## config.mk

```make
export PLATFORM = sky130hd
export DESIGN_NAME = booth_seq_multiplier
export DESIGN_NICKNAME = d
export VERILOG_FILES = /design/src/rtl/booth_seq_multiplier.sv
export SDC_FILE = /design/constraint.sdc
export NUM_CORES = 1
export LEC_CHECK = 0
export ABC_AREA = 1
export BUFFER_PORTS_ARGS = -buffer_cell sky130_fd_sc_hd__buf_2
export CORE_UTILIZATION = 55
export DETAILED_ROUTE_END_ITERATION = 8
export PLACE_DENSITY = 0.84
export SLEW_MARGIN = 30
export SYNTH_ARGS = -nofsm -noshare
export SYNTH_HDL_FRONTEND = slang
export SYNTH_SLANG_ARGS = --single-unit
```

## constraint.sdc

```tcl
create_clock -name clk -period 3.53 [get_ports clk]
set_input_delay 0.353 -clock clk [delete_from_list [all_inputs] [get_ports clk]]
set_output_delay 0.353 -clock clk [all_outputs]
set_load 0.005 [all_outputs]
```

## src/rtl/booth_seq_multiplier.sv

```systemverilog
// booth_seq_multiplier: sequential radix-4 Booth multiplier, one digit per cycle, valid/ready on both sides; optional macro BOOTH_EARLY_TERM_EN
//   clk, rst (async active-high); in_valid/in_ready, x, y (signed WIDTH); out_valid/out_ready, product (signed 2*WIDTH); busy (RUN state)
module booth_seq_multiplier #(
  parameter int WIDTH = 8
) (
  input  logic               clk,
  input  logic               rst,
  input  logic               in_valid,
  output logic               in_ready,
  input  logic [WIDTH-1:0]   x,
  input  logic [WIDTH-1:0]   y,
  output logic               out_valid,
  input  logic               out_ready,
  output logic [2*WIDTH-1:0] product,
  output logic               busy
);
  localparam int N  = WIDTH / 2;
  localparam int CW = $clog2(N) + 1;
  localparam int PW = 2 * WIDTH;
  typedef enum logic [1:0] {IDLE, RUN, DONE} state_t;
  state_t state, next_state;
  logic [PW-1:0] x_sh, acc, mag, pp;
  logic [WIDTH:0] y_sh;
  logic [CW-1:0] cnt;
  logic [2:0] d;
  logic last, zero_rest;
  // x_sh carries x pre-shifted to the current digit weight; y_sh shifts the
  // multiplier right (sign-filling) so the current digit is always y_sh[2:0]
  always_comb begin
    d = y_sh[2:0];
    mag = (d == 3'b000 || d == 3'b111) ? '0 : (d == 3'b011 || d == 3'b100) ? x_sh << 1 : x_sh;
    pp = d[2] ? -mag : mag;
    last = cnt == CW'(N - 1);
`ifdef BOOTH_EARLY_TERM_EN
    zero_rest = (y_sh == '0) || (y_sh == '1);
`else
    zero_rest = 1'b0;
`endif
    next_state = (state == IDLE && in_valid) ? RUN :
                 (state == RUN && (zero_rest || last)) ? DONE :
                 (state == DONE && out_ready) ? IDLE : state;
  end
  always_ff @(posedge clk or posedge rst)
    if (rst) state <= IDLE;
    else state <= next_state;
  always_ff @(posedge clk or posedge rst) begin
    if (rst) begin
      x_sh <= '0;
      y_sh <= '0;
      acc <= '0;
      cnt <= '0;
      product <= '0;
    end else if (state == IDLE && in_valid) begin
      x_sh <= {{WIDTH{x[WIDTH-1]}}, x};
      y_sh <= {y, 1'b0};
      acc <= '0;
      cnt <= '0;
    end else if (state == RUN) begin
      if (zero_rest) product <= acc;
      else begin
        acc <= acc + pp;
        x_sh <= x_sh << 2;
        y_sh <= {{2{y_sh[WIDTH]}}, y_sh[WIDTH:2]};
        cnt <= cnt + 1'b1;
        if (last) product <= acc + pp;
      end
    end
  end
  assign in_ready = state == IDLE;
  assign out_valid = state == DONE;
  assign busy = state == RUN;
endmodule

```

======== After elaboration in Yosys (flattened, before gate mapping) ========
Cells that the tools add are included.
word-level totals
  register bits ........................... 62
  bits of input ports ..................... 20
  output and inout port bits .............. 19
  word-level logic and storage cells ...... 41
operators by class
  add/subtract/negate cells ............... 3
  equal/unequal tests ..................... 6
  multiplexer cells ....................... 14
  bitwise operators ....................... 1
  reduce and logical (&&, ||, !) cells .... 10
operators with widths
  kind                 count
  $mux 16              7
  $add 16x16->16       1
  $neg 16->16          1
  $mux 9               1
  $mux 8               1
  $eq 3x2->1 const B   2
  $eq 3x3->1 const B   2
  $mux 2               3
  $mux 3               2
  $add 3x1->3 const B  1
  $logic_and 1x1->1    3
  $logic_not 3->1      1
  $reduce_and 3->1     1
  $reduce_bool 3->1    1
  $eq 2x1->1 const B   1
  $eq 2x2->1 const B   1
  $logic_not 2->1      1
  $logic_or 1x1->1     2
  $reduce_bool 2->1    1
  $not 1->1            1

======== Depth between registers and ports, before layout ========
Gate-level depths: netlist (run 1).
  word-level depth ........................ 9
  mapped depth ............................ 23
  gate-level depth less buffers ........... 22

======== Worst setup path before layout (run 1) ========
OpenSTA, ideal clock, no wires.
  kind .................................... register to register
  start ................................... register y_sh[0]
  end ..................................... register acc[10]
  library setup time ...................... 0.118 ns
  data arrival time ....................... 2.930 ns
  required time ........................... 3.412 ns
  path slack .............................. 0.482 ns
  stages on the path, launching flop included .. 19
  buffers on the path ..................... 0
  period minus slack after synthesis ...... 3.048 ns
  cell sequence ........................... dfrtp_1 -> nor2_2 -> o21ai_2 -> nand3_1 -> ha_1 -> nor2_1 -> a21oi_1 -> inv_1 -> fa_1 -> o21ai_0 -> nand2_1 -> nand2_1 -> a21oi_1 -> o21ai_0 -> nand2_1 -> nand2_1 -> nand2_1 -> nand3_1 -> nand2_1
between the ends
  word-level cells in the longest chain between the ends .. 9
  elaborated cells between the ends (all ways) .. 13
  classes of those cells .................. add/sub: 2; eq/ne: 3; mux: 5; reduce/logical: 3
ends and longest elaborated chain
  what                                      RTL line  RTL
  start, declared                           23        logic [WIDTH:0] y_sh;
  start signal, assigned                    55        y_sh <= {y, 1'b0};
  start signal, assigned                    63        y_sh <= {{2{y_sh[WIDTH]}}, y_sh[WIDTH:2]};
  $eq 3x2->1 or $eq 3x3->1 (tied branches)  31        mag = (d == 3'b000 || d == 3'b111) ? '0 : (d == 3'b011 || d == 3'b100) ? x_sh << 1 : x_sh;
  $logic_or 1x1->1                          31
  $mux 16                                   31
  $mux 16 (*)                               31
  $neg 16->16                               32        pp = d[2] ? -mag : mag;
  $mux 16 (*)                               32
  $add 16x16->16 (*)                        61        acc <= acc + pp;
  $mux 16 (*)                               58        end else if (state == RUN) begin
  $mux 16 (*)                               53        end else if (state == IDLE && in_valid) begin
  end signal, assigned                      61
  end, declared                             22        logic [PW-1:0] x_sh, acc, mag, pp;
Every way passes the cells marked *; elsewhere a longest branch is shown, timed or not. The select of a mux whose other input is x is not followed.
A chain may end at the register's enable or synchronous reset.

======== Worst setup path in the final report (run 1) ========
  start ................................... register y_sh[2]
  end ..................................... register product[14]
between the ends
  word-level cells in the longest chain between the ends .. 7
  elaborated cells between the ends (all ways) .. 11
  classes of those cells .................. add/sub: 2; eq/ne: 3; mux: 3; reduce/logical: 3
ends and longest elaborated chain
  what                                      RTL line  RTL
  $eq 3x2->1 or $eq 3x3->1 (tied branches)  31
  $logic_or 1x1->1                          31
  $mux 16 (2 in series)                     31
  $neg 16->16                               32
  $mux 16 (*)                               32
  $add 16x16->16 (*)                        65        if (last) product <= acc + pp;
  end signal, assigned                      65
  end, declared                             14        output logic [2*WIDTH-1:0] product,
Every way passes the cells marked *; elsewhere a longest branch is shown, timed or not.

==> impl_metrics.env, run 1 <==
export IMPL_status="finished clean"
export IMPL_crit_path_max_fanout=10
export IMPL_cts_root_buf="clkbuf_8"
export IMPL_synth_commonest_cells="nand2_1, dfrtp_1, inv_1"
export IMPL_yosysTopAreaCell="dfrtp_1"
export IMPL_final_core_util_pct=66.11
export IMPL_ff_latch_area_mm2=0.001555
export IMPL_synth_edf_count=0
export IMPL_grt_pass1_wl_um=14170
export IMPL_hold_viol_final=0
export IMPL_crit_arrival_ps=3460
export IMPL_die_w_um=85.11
export IMPL_htree_num_levels=3
export IMPL_fp_coreArea_mm2=0.006495
export IMPL_synthArstFlopShare_pct=100.0
export IMPL_via_per_inst=5.454
export IMPL_clock_fmax_ghz=0.3108
export IMPL_placed_area_mm2=0.004089
export IMPL_synth_warnings=0
export IMPL_start_kind="register"
export IMPL_yosys_register_bits=62
export IMPL_wl_um=8166
export IMPL_clk_pin_slew_ps=70
export IMPL_clock_path_buffers=2
export IMPL_drtAntennaViolNets=0
export IMPL_cts_tree="built"
export IMPL_leakage_nw=2.287
export IMPL_setup_viol=0
export IMPL_antenna_found_initial=0
export IMPL_period_minus_slack_ps=3218
export IMPL_start_util_pct=58.49
export IMPL_drive_gt1_share_pct=17.01
export IMPL_ctsHoldBuffers=0
export IMPL_io_buffer_count=38
export IMPL_numCtsBuffers=9
export IMPL_first_pass_iters=4
export IMPL_dieHeight_um=85.11
export IMPL_max_cap_viol_count=0
export IMPL_hpwlAfterDp_um=5951
export IMPL_grt_max_degree=48
export IMPL_clock_sink_count=62
export IMPL_vdd_ir_drop_max_mv=0.2115
export IMPL_drt_iter0_drc=160
export IMPL_grt_pass1_vias=3156
export IMPL_slew_viol_final=0
export IMPL_multi_input_area_mm2=0.001999
export IMPL_drc=0
export IMPL_synth_avg_cell_area_um2=7.816
export IMPL_timing_final_crit_share_pct=91.15
export IMPL_vias=3338
export IMPL_yosysMostFrequentCell="nand2_1"
export IMPL_syn_num_nets=526
export IMPL_slew_headroom_pct=46.61
export IMPL_wire_per_inst_um=13.34
export IMPL_place_ws_ps=123.8
export IMPL_nFillCells=533
export IMPL_final_area_mm2=0.004294
export IMPL_critPathCaptureType="register"
export IMPL_yosysSeqAreaShare_pct=40.84
export IMPL_crit_required_ps=3770
export IMPL_criticalPathCategory="register to register"
export IMPL_timing_final_ws_setup_ps=312.3
export IMPL_synth_cells=486
export IMPL_total_power_mw=1.288
export IMPL_finalClockSkew_ps=11.87
export IMPL_rr_worst_depth=20
export IMPL_ios=39
export IMPL_finalNetCount=571
export IMPL_overflow=0
export IMPL_ys_types=39
export IMPL_die_area_mm2=0.007243
export IMPL_n_antenna_cell=0
export IMPL_syn_area_mm2=0.003799
export IMPL_grt_util_all_layers_pct=24.95
export IMPL_netlist_area_leader_share_pct=40.84
export IMPL_clk_latency_ps=360
export IMPL_syn_to_final_growth_pct=13.04
export IMPL_dp_cells=596
export IMPL_holdCritPathClass="input pin to async pin"
export IMPL_synth_flop_cell="dfrtp_1"
export IMPL_powerDensity_mw_per_mm2=300.0
export IMPL_place_congestion=0.8764
export IMPL_worst_slew_pin_slew_ps=799.9
export IMPL_synth_area_leaders="dfrtp_1, nand2_1, ha_1"
export IMPL_stdcell_count=612
export IMPL_rows=29
[cells by family (layout without fill, tap and decap cells)]
group           Yosys count  after routing  synth area share (%)
simple gates            211            211                 24.51
compound gates          103            103                 15.55
buf+inv                  68            117                 7.247
flops                    62             62                 40.84
xor+xnor                 22             22                 5.073
fa+ha+maj                20             20                 6.785
[what timing repair did]
item / CTS / global route
endpoints found under the setup margin: 0 / 14
gates resized for setup: 0 / 13
setup buffers: 0 / 1
[routing by layer]
metal	routed length (um)	GRT usage [%]	up-vias	part of all wire [%]
met5	0	0	-	0
met1	3878	32.87	1554	47
li1	-	-	1693	-
met2	3817	40.25	80	47
met4	126	11.25	0	1.5
met3	344	4.572	11	4.2
[sequential cells by signal, indices dropped and copies added, names as in the netlist]
signal,count
cnt,3
product,16
state,2
y_sh,9
x_sh,16
acc,16
[cells in the final DEF (no fill, tap or decap), types with 2 or more instances in the layout]
| master | instances |
|---|---|
| dfrtp_2 | 3 |
| clkbuf_1 | 3 |
| o22ai_1 | 2 |
| xnor2_1 | 7 |
| o21ai_2 | 5 |
| nor2_1 | 11 |
| clkinv_2 | 2 |
| nand3_1 | 41 |
| nand2_2 | 4 |
| nand3_2 | 8 |
| o21ai_0 | 40 |
| inv_1 | 51 |
| nor2_2 | 2 |
| a31oi_1 | 3 |
| a22oi_1 | 3 |
| o21ai_1 | 2 |
| nor3_1 | 2 |
| a21oi_1 | 33 |
| ha_1 | 19 |
| o211ai_1 | 4 |
| nand2_1 | 137 |
| o221ai_1 | 2 |
| a21boi_1 | 2 |
| nand4_1 | 2 |
| clkbuf_8 | 11 |
| buf_4 | 11 |
| dfrtp_1 | 59 |
| buf_2 | 38 |
| xor2_1 | 14 |
[area by class of cell]
| type | instances | area share [%] |
|---|---|---|
| tap | 77 | 2.244 |
| inverter | 53 | 4.720 |
| multi-input combinational | 356 | 46.56 |
| sequential | 62 | 36.22 |
| clock inverter | 1 | 0.1166 |
| clock buffer | 14 | 3.788 |
| timing repair buffer | 49 | 6.352 |
[report_power, final]
part           switching (mW)  leakage, nW  internal (mW)
Clock                   0.264       0.0865          0.289
Combinational          0.0164         1.56        0.00818
Sequential                  0        0.641          0.711
Total                   0.280         2.29           1.01
[path summary, 6_finish.rpt]
kind | slack (ps) | to | from
min in group clk | 200 | y_sh[8] | y[7]
max in group asynchronous | 2690 | x_sh[7] | rst
setup / recovery | 310 | product[14] | y_sh[2]
hold reg to reg | 480 | product[8] | product[8]
hold / removal | 120 | acc[6] | rst
setup reg to reg | 310 | product[14] | y_sh[2]
[through the flow]
stage / setup TNS [ps] / hold WS [ps]
5_1_grt: -37.68 / 206.8
2_1_floorplan: 0 / 449.2
4_1_cts: 0 / 189.1
6_report: 0 / 121.2
3_5_place_dp: 0 / 462.9
3_3_place_gp: 0 / 458.1
[worst max-delay path, cell delays in order (launching register included)]
cell and delay, ps:
dfrtp_2 460, inv_4 140, nand2_1 100, nand2_1 90, nand2_1 50, nand3_1 100
ha_1 180, nand2_1 70, nor2_1 140, nand2_1 130, o21ai_2 170, xor2_1 240
ha_1 300, nand2_1 80, inv_1 70, a21boi_1 210, nand3_1 140, a31oi_1 190
nand2_1 100, nand3_1 90, nand2_1 50
Note: power is estimated with default switching activity, not from simulation.
==> inputs of run 2 (changes only) <==
--- a/config.mk
+++ b/config.mk
@@ -7,9 +7,11 @@
 export LEC_CHECK = 0
 export ABC_AREA = 1
 export BUFFER_PORTS_ARGS = -buffer_cell sky130_fd_sc_hd__buf_2
+export CAP_MARGIN = 20
 export CORE_UTILIZATION = 55
 export DETAILED_ROUTE_END_ITERATION = 8
 export PLACE_DENSITY = 0.84
+export RECOVER_POWER = 100
 export SLEW_MARGIN = 30
 export SYNTH_ARGS = -nofsm -noshare
 export SYNTH_HDL_FRONTEND = slang
==> run 2 against run 1 <==
Against the previous run: clock power about the same; highest routed layer unchanged; global-route usage unchanged; final cell count unchanged; non-clock buffer count unchanged; via count down 0.45%; first-iteration DRC count up 3.8%; sequential cell count unchanged; total power about the same; combinational power down 3%; the flow now finishes with violations (max-capacitance violations, max-slew violations); clock skew about the same.
==> impl_metrics.env, run 2 (synthesis gave the netlist of run 1 again) <==
export IMPL_htree_num_levels=3
export IMPL_grt_util_all_layers_pct=24.95
export IMPL_grt_pass1_wl_um=14170
export IMPL_die_w_um=85.11
export IMPL_cts_root_buf="clkbuf_8"
export IMPL_start_util_pct=58.49
export IMPL_ios=39
export IMPL_setup_viol=0
export IMPL_drc=0
export IMPL_stdcell_count=612
export IMPL_drtAntennaViolNets=0
export IMPL_syn_to_final_growth_pct=12.52
export IMPL_period_minus_slack_ps=3225
export IMPL_grt_max_degree=48
export IMPL_crit_path_max_fanout=10
export IMPL_dp_cells=596
export IMPL_violations="max-capacitance violations, max-slew violations"
export IMPL_finalNetCount=571
export IMPL_tns_ps=0
export IMPL_clock_fmax_ghz=0.3101
export IMPL_die_area_mm2=0.007243
export IMPL_clock_path_buffers=2
export IMPL_numCtsBuffers=9
export IMPL_vias=3323
export IMPL_drive_gt1_share_pct=15.33
export IMPL_final_cell_mix="nand2_1, dfrtp_1, inv_1, nand3_1, o21ai_0"
export IMPL_place_congestion=0.8764
export IMPL_antenna_found_initial=0
export IMPL_first_pass_iters=5
export IMPL_pwr_share_comb_pct=1.9
export IMPL_total_power_mw=1.287
export IMPL_grt_pass1_vias=3156
export IMPL_fp_coreArea_mm2=0.006495
export IMPL_final_common_cell="nand2_1"
export IMPL_start_kind="register"
export IMPL_rows=29
export IMPL_worst_slew_pin_slew_ps=2033
export IMPL_n_antenna_cell=0
export IMPL_clock_sink_count=62
export IMPL_ctsHoldBuffers=0
export IMPL_status="finished, violations left"
export IMPL_max_cap_viol_count=1
export IMPL_slew_viol_final=48
export IMPL_m1WireLength_um=3913
export IMPL_switching_share_pct=21.75
export IMPL_nFillCells=539
export IMPL_wl_met2_um=3797
export IMPL_seq_power_share_pct=55.2
export IMPL_clk_pin_slew_ps=60
export IMPL_cts_tree="built"
export IMPL_vdd_ir_drop_max_mv=0.2124
export IMPL_via_per_inst=5.430
export IMPL_reg_top3="acc: 16 flops, product: 16 flops, x_sh: 16 flops"
export IMPL_intPower_mw=1.007
export IMPL_criticalPathCategory="register to register"
export IMPL_powerDensity_mw_per_mm2=301.2
export IMPL_wire_per_inst_um=13.33
export IMPL_leakage_nw=2.250
export IMPL_wl_um=8161
export IMPL_dieHeight_um=85.11
export IMPL_slew_headroom_pct=-36.26
export IMPL_drt_iter0_drc=166
export IMPL_overflow=0
export IMPL_timing_final_crit_share_pct=91.35
export IMPL_io_buffer_count=38
export IMPL_wl_met3_um=306
export IMPL_holdPathStages=3
export IMPL_crit_arrival_ps=3460
export IMPL_reg2reg_slack_ps=310
export IMPL_highest_layer="met4"
export IMPL_hold_viol_final=0
export IMPL_clkPwrFrac_pct=42.9
export IMPL_final_area_mm2=0.004274
export IMPL_clk_latency_ps=360
export IMPL_placed_area_mm2=0.004089
export IMPL_critPathCaptureType="register"
export IMPL_rr_worst_depth=20
export IMPL_finalClockSkew_ps=12.14
export IMPL_switchingPower_mw=0.2799
export IMPL_crit_required_ps=3770
export IMPL_holdCritPathClass="input pin to register"
export IMPL_hpwlAfterDp_um=5951
==> run 2: cell types whose count changed in the layout (fill, tap and decap cells not counted) <==
cell        before  now
clkinv_2         2    1
buf_2           38   33
nor2_1          11   12
clkbuf_1         3   11
nor2_2           2    1
clkinvlp_2       0    1
buf_4           11    8
==> run 2: per-stage QoR <==
stage	hold slack (ps)	worst slack [ps]	utilization, %
floorplan	449.2	481.8	-
global placement	458.1	255.1	62.96
detailed placement	462.9	123.8	62.96
CTS	189.1	119.2	65.54
global route	207.9	-19.35	65.81
finish	197.3	305.2	65.81
==> run 2: worst paths after layout <==
check | start | end
max | y_sh[2] | acc[14]
min in group asynchronous | rst | acc[6]
min reg2reg | product[8] | product[8]
min | y[7] | y_sh[8]
max reg2reg | y_sh[2] | acc[14]
max in group asynchronous | rst | x_sh[11]
==> run 2: critical path, cell delays in order (launching register included) <==
cell,delay (ps)
dfrtp_2,460
inv_4,130
nand2_1,100
nand2_1,90
nand2_1,50
nand3_1,100
ha_1,180
nand2_1,70
nor2_1,140
nand2_1,130
o21ai_2,170
xor2_1,240
ha_1,300
nand2_1,80
inv_1,70
a21boi_1,210
nand3_1,140
a31oi_1,190
nand2_1,100
nand3_1,90
nand2_1,50
==> run 2: what timing repair did <==
action                     in CTS  in global routing
setup endpoints to repair       0                 14
setup buffers                   0                  1
gates resized for setup         0                 13
==> run 2: power groups by stage <==
stage	clock network (mW)	logic (mW)	registers, mW
floorplan	0	0.0105	0.724
global placement	0	0.0251	0.724
detailed placement	0	0.0258	0.724
CTS	0.562	0.0258	0.711
global route	0.590	0.0282	0.710
finish	0.553	0.0239	0.711
==> run 2: cell type report <==
class	instances	area [um2]	share of cell area [%]
Clock inverter	1	5.005	0.1171
Tap cell	77	96.34	2.254
Timing Repair Buffer	49	255.2	5.972
Sequential cell	62	1555	36.39
Multi-Input combinational cell	356	1997	46.72
Clock buffer	14	162.7	3.806
Inverter	53	202.7	4.742
==> run 2: routing by layer <==
metal,GRT usage (%),up-vias
met2,40.25,74
met1,32.87,1542
met4,11.25,0
met5,0,-
met3,4.572,13
li1,-,1694
==> inputs of run 3 (changes only) <==
--- a/config.mk
+++ b/config.mk
@@ -12,6 +12,7 @@
 export DETAILED_ROUTE_END_ITERATION = 8
 export PLACE_DENSITY = 0.84
 export RECOVER_POWER = 100
+export REMOVE_ABC_BUFFERS = 1
 export SLEW_MARGIN = 30
 export SYNTH_ARGS = -nofsm -noshare
 export SYNTH_HDL_FRONTEND = slang
==> run 3 against run 2 <==
Against the previous run: the run still ends with max-capacitance violations, max-slew violations left; final cell count shrank 0.16%; critical endpoint unchanged; register-to-register slack got worse by 110 ps; core utilization increased by 0.81 points; first-iteration DRC count is 17% lower.
==> impl_metrics.env, run 3 (synthesis gave the netlist of run 1 again) <==
export IMPL_status="finished, violations left"
export IMPL_violations="max-capacitance violations, max-slew violations"
export IMPL_nFillCells=534
export IMPL_criticalPathCategory="register to register"
export IMPL_clock_sink_count=62
export IMPL_clkPwrFrac_pct=43.4
export IMPL_final_cell_mix="nand2_1, dfrtp_1, inv_1, o21ai_0, nand3_1"
export IMPL_numCtsBuffers=9
export IMPL_total_power_mw=1.298
export IMPL_slowest_stage="dfrtp_2"
export IMPL_highest_layer="met4"
export IMPL_cp_top_family="simple AND/OR/NAND/NOR gates"
export IMPL_clk_pin_slew_ps=60
export IMPL_ctsHoldBuffers=0
export IMPL_die_w_um=85.11
export IMPL_wl_met2_um=4121
export IMPL_grt_util_all_layers_pct=25.44
export IMPL_first_pass_iters=5
export IMPL_finalClockSkew_ps=6.543
export IMPL_rows=29
export IMPL_place_ws_ps=100.8
export IMPL_clock_path_buffers=2
export IMPL_wl_met3_um=405
export IMPL_drtAntennaViolNets=0
export IMPL_antenna_found_initial=0
export IMPL_wire_per_inst_um=13.70
export IMPL_crit_required_ps=3770
export IMPL_syn_to_final_growth_pct=13.90
export IMPL_clock_fmax_ghz=0.3003
export IMPL_leakage_nw=2.270
export IMPL_place_congestion=0.9091
export IMPL_rr_worst_depth=20
export IMPL_cts_tree="built"
export IMPL_htree_num_levels=3
export IMPL_slowest_delay_ps=480
export IMPL_timing_final_ws_setup_ps=199.9
export IMPL_cp_num_cells=20
export IMPL_switching_share_pct=21.31
export IMPL_hold_viol_final=0
export IMPL_timing_final_crit_share_pct=94.34
export IMPL_hpwlAfterDp_um=6064
export IMPL_intPower_mw=1.022
export IMPL_whs_ps=195.9
export IMPL_grt_max_degree=33
export IMPL_r2r_start="y_sh[2]"
export IMPL_holdCritPathClass="input pin to register"
export IMPL_m1WireLength_um=3611
export IMPL_io_buffer_count=38
export IMPL_drt_iter0_drc=137
export IMPL_setup_viol=0
export IMPL_worst_slew_pin_slew_ps=1624
export IMPL_cp_cell_sequence="inv_6, nand3_4, buf_4, nand3_1, nand3_1, nand2_1, nor2_1, nand2_1, nand2_2, o21ai_2, xnor2_2, ha_1, nand2_1, inv_1, nand4_1, nand3_2, a31oi_2, or2_2, nand3_1, nand2_1"
export IMPL_vias=3426
export IMPL_ios=39
export IMPL_reg2reg_slack_ps=200
export IMPL_grt_pass1_wl_um=14470
export IMPL_fp_coreArea_mm2=0.006495
export IMPL_slew_headroom_pct=-8.247
export IMPL_drive_gt1_share_pct=16.67
export IMPL_crit_path_end="acc[14]"
export IMPL_n_antenna_cell=0
export IMPL_final_core_util_pct=66.62
export IMPL_path_buf_inv=3
export IMPL_cts_root_buf="clkbuf_8"
export IMPL_reg_top3="acc: 16 flops, product: 16 flops, x_sh: 16 flops"
export IMPL_crit_path_max_fanout=13
export IMPL_seq_power_share_pct=54.7
export IMPL_start_util_pct=58.49
export IMPL_crit_top_cell="nand2_1"
export IMPL_reg2reg_to="acc[14]"
export IMPL_overflow=0
export IMPL_dieHeight_um=85.11
export IMPL_switchingPower_mw=0.2767
export IMPL_wl_um=8370
export IMPL_slew_viol_final=32
export IMPL_start_kind="register"
export IMPL_powerDensity_mw_per_mm2=300.1
export IMPL_critPathCaptureType="register"
export IMPL_vdd_ir_drop_max_mv=0.2452
export IMPL_drc=0
export IMPL_final_common_cell="nand2_1"
export IMPL_via_per_inst=5.607
export IMPL_setup_worst_path_start="y_sh[2]"
export IMPL_die_area_mm2=0.007243
export IMPL_clk_latency_ps=350
export IMPL_finalNetCount=571
export IMPL_pwr_share_comb_pct=1.8
export IMPL_period_minus_slack_ps=3330
export IMPL_crit_arrival_ps=3570
export IMPL_max_cap_viol_count=1
export IMPL_grt_pass1_vias=3355
-- run 3: how the worst min path moves through the flow --
stage / slack [ps] / startpoint / cells past startpoint / to
3_5_place_dp: 460 / product[13] / 2 / product[13]
2_1_floorplan: 450 / y_sh[8] / 2 / y_sh[8]
6_report: 200 / y[7] / 3 / y_sh[8]
4_1_cts: 110 / rst / 2 / y_sh[5]
3_3_place_gp: 460 / product[4] / 2 / product[4]
5_1_grt: 220 / y[7] / 3 / y_sh[8]
-- run 3: power groups by stage --
stage | combinational (mW) | clock (mW) | sequential (mW)
after CTS | 0.0256 | 0.571 | 0.711
after global placement | 0.0249 | 0 | 0.724
after global routing | 0.0281 | 0.598 | 0.710
after floorplan | 0.0105 | 0 | 0.724
after detailed placement | 0.0255 | 0 | 0.724
final | 0.0236 | 0.564 | 0.711
-- run 3: metrics by stage --
stage	cell area, um2	setup TNS, ps	instances
2_1_floorplan	3725	0	471
3_3_place_gp	4089	0	596
3_5_place_dp	4089	0	596
4_1_cts	4263	0	610
5_1_grt	4327	-186.3	611
6_report	4327	0	611
-- run 3: cell type report --
class,instances,area [um2],share of cell area (%)
clock buffers,13,168.9,3.904
well taps,77,96.34,2.227
repair buffers,49,252.7,5.842
multi-input cells,356,2044,47.25
flip-flops and latches,62,1555,35.95
inverters,53,203.9,4.714
clock inverters,1,5.005,0.1157
-- run 3: metal layers --
metal	track usage, %	up-vias
li1	-	1700
met1	31.09	1595
met2	41.57	104
met3	7.004	27
met4	12.63	0
met5	0	-
-- run 3: worst register-to-register path: stages (launching register included) --
cell,delay (ps)
dfrtp_2,480
inv_6,90
nand3_4,70
buf_4,180
nand3_1,90
nand3_1,160
nand2_1,90
nor2_1,150
nand2_1,100
nand2_2,110
o21ai_2,110
xnor2_2,170
ha_1,310
nand2_1,70
inv_1,130
nand4_1,210
nand3_2,160
a31oi_2,100
or2_2,300
nand3_1,80
nand2_1,60
-- run 3: repair_timing --
action	in CTS	in global routing
gates resized for setup	0	23
setup endpoints to repair	0	13
buffers inserted	0	1
